--- src/rtl/avg8_seq_ctrl.sv ---
// ---------------------------------------------------------------------------
// avg8_seq_ctrl : serial NSAMP-sample accumulate-and-shift averager with
//                 valid/ready input and output ports.  Rev 1.0
// ---------------------------------------------------------------------------
`default_nettype none

module avg8_seq_ctrl #(
  parameter int DATAW = 16,
  parameter int NSAMP = 8,
  parameter int SAW   = 8
) (
  input  logic                       clk,
  input  logic                       rst,
  input  logic                       clr,
  input  logic [SAW-1:0]             sa,
  input  logic [DATAW-1:0]           in_data,
  input  logic                       in_valid,
  output logic                       in_ready,
  output logic [DATAW-1:0]           avg,
  output logic                       out_valid,
  input  logic                       out_ready,
  output logic                       busy,
  output logic [$clog2(NSAMP):0]     count
);

  localparam int ACCW = DATAW + $clog2(NSAMP);
  localparam int CW   = $clog2(NSAMP) + 1;

  typedef enum logic [1:0] {
    IDLE = 2'd0,
    ACC  = 2'd1,
    OUT  = 2'd2
  } state_t;

  state_t            state_q, state_d;
  logic [ACCW-1:0]   acc_q, acc_d;
  logic [CW-1:0]     count_q, count_d;
  logic [SAW-1:0]    sa_q, sa_d;
  logic [DATAW-1:0]  avg_q, avg_d;
  logic              out_valid_q, out_valid_d;
  logic              in_ready_q, in_ready_d;

  logic              accept_w;
  logic [ACCW-1:0]   sum_w;
  logic [ACCW-1:0]   shifted_w;

  assign accept_w  = in_valid & in_ready_q;
  assign sum_w     = acc_q + ACCW'(in_data);
  // Shift amounts at or beyond the accumulator width flush the result to zero.
  assign shifted_w = (32'(sa_q) >= ACCW) ? '0 : (sum_w >> sa_q);

  always_comb begin
    state_d     = state_q;
    acc_d       = acc_q;
    count_d     = count_q;
    sa_d        = sa_q;
    avg_d       = avg_q;
    out_valid_d = out_valid_q;

    if (clr) begin
      state_d     = IDLE;
      acc_d       = '0;
      count_d     = '0;
      avg_d       = '0;
      out_valid_d = 1'b0;
    end else begin
      case (state_q)
        IDLE: begin
          if (accept_w) begin
            acc_d   = ACCW'(in_data);
            count_d = CW'(1);
            sa_d    = sa;
            state_d = ACC;
          end
        end
        ACC: begin
          if (accept_w) begin
            acc_d   = sum_w;
            count_d = count_q + CW'(1);
            if (count_q == CW'(NSAMP - 1)) begin
              avg_d       = shifted_w[DATAW-1:0];
              out_valid_d = 1'b1;
              state_d     = OUT;
            end
          end
        end
        OUT: begin
          if (out_ready) begin
            out_valid_d = 1'b0;
            count_d     = '0;
            acc_d       = '0;
            state_d     = IDLE;
          end
        end
        default: begin
          state_d     = IDLE;
          acc_d       = '0;
          count_d     = '0;
          out_valid_d = 1'b0;
        end
      endcase
    end

    // Registered ready: looks ahead at the state being entered.
    in_ready_d = ((state_d == IDLE) || (state_d == ACC)) && !clr;
  end

  always_ff @(posedge clk or negedge rst) begin
    if (!rst) begin
      state_q     <= IDLE;
      acc_q       <= '0;
      count_q     <= '0;
      sa_q        <= '0;
      avg_q       <= '0;
      out_valid_q <= 1'b0;
      in_ready_q  <= 1'b0;
    end else begin
      state_q     <= state_d;
      acc_q       <= acc_d;
      count_q     <= count_d;
      sa_q        <= sa_d;
      avg_q       <= avg_d;
      out_valid_q <= out_valid_d;
      in_ready_q  <= in_ready_d;
    end
  end

  assign in_ready  = in_ready_q;
  assign avg       = avg_q;
  assign out_valid = out_valid_q;
  assign count     = count_q;
  assign busy      = (state_q != IDLE);

endmodule

`default_nettype wire

--- config.mk ---
export PLATFORM = sky130hd
export DESIGN_NAME = avg8_seq_ctrl
export DESIGN_NICKNAME = d
export VERILOG_FILES = /design/src/rtl/avg8_seq_ctrl.sv
export SDC_FILE = /design/constraint.sdc
export NUM_CORES = 1
export LEC_CHECK = 0
export BUFFER_PORTS_ARGS = -buffer_cell sky130_fd_sc_hd__buf_2
export CAP_MARGIN = 15
export CELL_PAD_IN_SITES_DETAIL_PLACEMENT = 0
export CELL_PAD_IN_SITES_GLOBAL_PLACEMENT = 2
export CORE_MARGIN = 2
export CORE_UTILIZATION = 38
export CTS_BUF_LIST = sky130_fd_sc_hd__clkbuf_16
export DETAILED_ROUTE_END_ITERATION = 10
export MAX_ROUTING_LAYER = met4
export PLACE_DENSITY_LB_ADDON = 0.1
export REMOVE_ABC_BUFFERS = 1
export SLEW_MARGIN = 30
export SYNTH_ARGS = -nofsm -noshare
export SYNTH_HDL_FRONTEND = slang
export SYNTH_SLANG_ARGS = --single-unit
--- constraint.sdc ---
create_clock -name clk -period 7.22 [get_ports clk]
set_input_delay 1.083 -clock clk [delete_from_list [all_inputs] [get_ports clk]]
set_output_delay 1.083 -clock clk [all_outputs]
set_load 0.02 [all_outputs]
==> flow_metrics.env <==
export IMPL_synth_async_sr_flop_share_pct=100
export IMPL_worstSkewPairLatency_ps=300
export IMPL_detail_route_drc_violations=0
export IMPL_antenna_violating_nets_post_route=0
export IMPL_dp_hpwl_mm=8.77
export IMPL_post_route_period_util_pct=59.2
export IMPL_rsz0062_at_grt="false"
export IMPL_power_frac_comb_pct=37.0
export IMPL_worstSetupStartpointType="input pin"
export IMPL_totalWireLength_mm=11.7
export IMPL_dominantRegCellSynth="sky130_fd_sc_hd__dfrtp_1"
export IMPL_power_ir_vdd_worst_uv=121
export IMPL_timing_worst_slew_pin_value_ps=778
export IMPL_ratio_of_total_power_to_cell_area_nw_per_um2=222
export IMPL_tritoncts="built"
export IMPL_area_share_of_the_largest_cell_type_after_synthesis_pct=32.0
export IMPL_hold_path_class="reg -> reg"
export IMPL_synth_cell_area_sq_um=3980
export IMPL_slew_limit_headroom_pct=46.8
export IMPL_syn_area_per_cell_sq_um=8.39
export IMPL_p_seq_share_pct=34.3
export IMPL_finish_net_count=551
export IMPL_cts_num_sinks=51
export IMPL_fp_dieArea_sq_um=11300
export IMPL_dpl_cell_count=633
export IMPL_drv_slew=0
export IMPL_fin_setup_tns_ps=0
export IMPL_num_vias=3731
export IMPL_synthCells=475
export IMPL_via_per_inst=5.82
export IMPL_coreArea_sq_um=10200
export IMPL_detail_route_first_pass_iterations=4
export IMPL_final_instance_count_excl_fill=641
export IMPL_switching_power_mw=0.383
export IMPL_cts_htree_levels=2
export IMPL_type_of_the_worst_setup_path="in -> reg"
export IMPL_cts_buffer_depth=2
export IMPL_fin_worst_skew_ps=6.27
export IMPL_critPathArrivalTime_ps=4450
export IMPL_synth_common_cells="sky130_fd_sc_hd__nand2_1 (63), sky130_fd_sc_hd__dfrtp_1 (51), sky130_fd_sc_hd__o21ai_0 (47)"
export IMPL_finalSetupViolCount=0
export IMPL_ctsHoldBuffers=0
export IMPL_share_of_final_layout_standard_cells_stronger_than_drive_strength_1_pct=16.4
export IMPL_power_share_clock_pct=28.6
export IMPL_gp_congestion=0.858
export IMPL_internal_power_component_mw=0.602
export IMPL_cts_resized=0
export IMPL_layout_area_overhead_vs_synth_pct=11.1
export IMPL_netSwitchingFraction_pct=38.9
export IMPL_global_route_overflow_total=0
export IMPL_starting_density_pct=38.9
export IMPL_post_synth_top_area_cell="sky130_fd_sc_hd__dfrtp_1"
export IMPL_fillerInstances=1061
export IMPL_synth_yosys_warnings=0
export IMPL_track_usage_pct=22.7
export IMPL_yosys_reg_bits=51
export IMPL_io_pins=52
export IMPL_yosysSeqAreaShare_pct=32.0
export IMPL_fmax_mhz=234
export IMPL_die_height_um=106
export IMPL_layout_cell_area_non_filler_sq_um=4430
export IMPL_final_period_minus_worst_setup_slack_ps=4270
export IMPL_synth_edff_count=0
export IMPL_grt_start_max_net_pins=52
export IMPL_chipWidth_um=106
export IMPL_diodes=0
export IMPL_port_buffers=51
export IMPL_global_route_wire_length_before_repair_mm=19.8
export IMPL_maxCapViolations=0
export IMPL_placed_area_sq_um=4260
export IMPL_yosys_cell_count_top_type="sky130_fd_sc_hd__nand2_1"
export IMPL_required_time_of_the_critical_path_ps=7400
export IMPL_timing_hold_violations_final=0
export IMPL_antenna_found_initial=0
export IMPL_initial_drc_count=192
export IMPL_fp_row_count=37
export IMPL_worst_setup_path_end_kind="register"
export IMPL_cts_clk_slew_worst_paths_ps=70
export IMPL_postCtsSetupRepairBufs=0
export IMPL_clock_tree_root_cell="sky130_fd_sc_hd__clkbuf_16"
export IMPL_post_synth_num_cell_types=62
export IMPL_power_static_leakage_nw=1.93
export IMPL_vias_in_the_first_global_route=3719
export IMPL_numCtsBuffers=5
export IMPL_routed_wire_length_per_instance_um=18.3
export IMPL_synth_area_leaders="sky130_fd_sc_hd__dfrtp_1 (32%), sky130_fd_sc_hd__mux2i_1 (6.0%), sky130_fd_sc_hd__nand2_1 (5.9%), sky130_fd_sc_hd__o21ai_0 (5.9%), sky130_fd_sc_hd__ha_1 (5.3%)"
export IMPL_fin_total_pwr_mw=0.985
export IMPL_result_of_the_run="complete, no violations"
export IMPL_timing_critical_path_fanout_max=4
routing by layer:
layer  GRT usage (%)  share of wire, %  vias to the layer above
met5               -                 0                        -
met4            4.14              0.99                        0
met3            3.07               4.9                        9
met2            34.9                46                       99
met1            32.2                48                     1793
li1                -                 -                     1830
layout make-up:
cell class                      instances  area (sq um)  share of cell area, %
Tap cell                              136           170                   3.84
Multi-Input combinational cell        383          2500                   56.5
Timing Repair Buffer                   54           278                   6.27
Clock inverter                          3          42.5                  0.961
Clock buffer                            5           125                   2.83
Sequential cell                        51          1280                   28.8
Inverter                                9          33.8                  0.763
power groups by stage:
stage / clock [mW] / combinational, mW / sequential, mW
finish: 0.282 / 0.365 / 0.338
global route: 0.301 / 0.406 / 0.343
CTS: 0.290 / 0.365 / 0.337
detailed placement: 0 / 0.364 / 0.343
global placement: 0 / 0.364 / 0.343
floorplan: 0 / 0.253 / 0.337
logic make-up after synthesis:
logic type	share of synthesized area, %
AND/OR/NAND/NOR	18.2
XOR/XNOR	3.52
adder cells (fa/ha/maj)	5.84
AO/OA/AOI/OAI	26.5
multiplexers	8.64
flip-flops	32.0
buffers and inverters	5.31
per-stage QoR:
step	hold slack [ps]	util [%]	setup slack [ps]
2_1_floorplan	453	-	3280
3_3_place_gp	462	41.6	2670
3_5_place_dp	471	41.6	2610
4_1_cts	487	43.3	2920
5_1_grt	505	43.3	2600
6_report	476	43.3	2950
flip-flops by register name, indices dropped and copies added (netlist names):
| register | flops |
|---|---|
| acc_q | 19 |
| avg | 16 |
| count | 4 |
| in_ready | 1 |
| out_valid | 1 |
| sa_q | 8 |
| state_q | 2 |
worst paths after layout:
check                           cells after the start        end  startpoint  slack, ps
worst max-delay path                               12     avg[8]  in_data[0]       2950
worst min-delay path                                2     avg[5]      avg[5]        480
worst max register to register                     11     avg[8]    acc_q[0]       3460
worst min register to register                      2     avg[5]      avg[5]        480
max in group asynchronous                           2  acc_q[17]         rst       5820
min in group asynchronous                           2  acc_q[12]         rst        910
cell usage in the layout, fill, tap and decap left out, types with 3 or more instances in the layout:
cell and instances:
sky130_fd_sc_hd__a31oi_1 8, sky130_fd_sc_hd__nand2_1 63, sky130_fd_sc_hd__or3_1 4, sky130_fd_sc_hd__xnor2_1 10, sky130_fd_sc_hd__o22a_1 3, sky130_fd_sc_hd__o22ai_1 3, sky130_fd_sc_hd__clkbuf_16 5, sky130_fd_sc_hd__o21ai_0 46
sky130_fd_sc_hd__a221o_1 4, sky130_fd_sc_hd__mux2_2 8, sky130_fd_sc_hd__nand3_1 15, sky130_fd_sc_hd__xor2_1 6, sky130_fd_sc_hd__buf_4 3, sky130_fd_sc_hd__o31ai_1 6, sky130_fd_sc_hd__nor2b_1 3, sky130_fd_sc_hd__mux2i_1 24
sky130_fd_sc_hd__dfrtp_1 51, sky130_fd_sc_hd__and3_1 4, sky130_fd_sc_hd__nor4_1 3, sky130_fd_sc_hd__o21a_1 5, sky130_fd_sc_hd__or2_2 4, sky130_fd_sc_hd__ha_1 17, sky130_fd_sc_hd__o211ai_1 5, sky130_fd_sc_hd__a21o_1 8
sky130_fd_sc_hd__a32oi_1 4, sky130_fd_sc_hd__inv_1 8, sky130_fd_sc_hd__o221ai_1 7, sky130_fd_sc_hd__nor2_1 33, sky130_fd_sc_hd__a21oi_1 35, sky130_fd_sc_hd__a211oi_1 7, sky130_fd_sc_hd__a2111oi_0 3, sky130_fd_sc_hd__buf_2 51
sky130_fd_sc_hd__nand4_1 7, sky130_fd_sc_hd__nor3_1 8
critical path: stages:
cell                        delay, ps
sky130_fd_sc_hd__buf_2            110
sky130_fd_sc_hd__ha_1             220
sky130_fd_sc_hd__fa_1             410
sky130_fd_sc_hd__a21o_1           230
sky130_fd_sc_hd__a221oi_1         500
sky130_fd_sc_hd__o21ai_0          260
sky130_fd_sc_hd__a2111oi_0        740
sky130_fd_sc_hd__nand2_1          270
sky130_fd_sc_hd__nand4_1          160
sky130_fd_sc_hd__and3_1           240
sky130_fd_sc_hd__o2bb2a_1         160
sky130_fd_sc_hd__o21ai_0           60
Note: power is estimated with default switching activity, not from simulation.
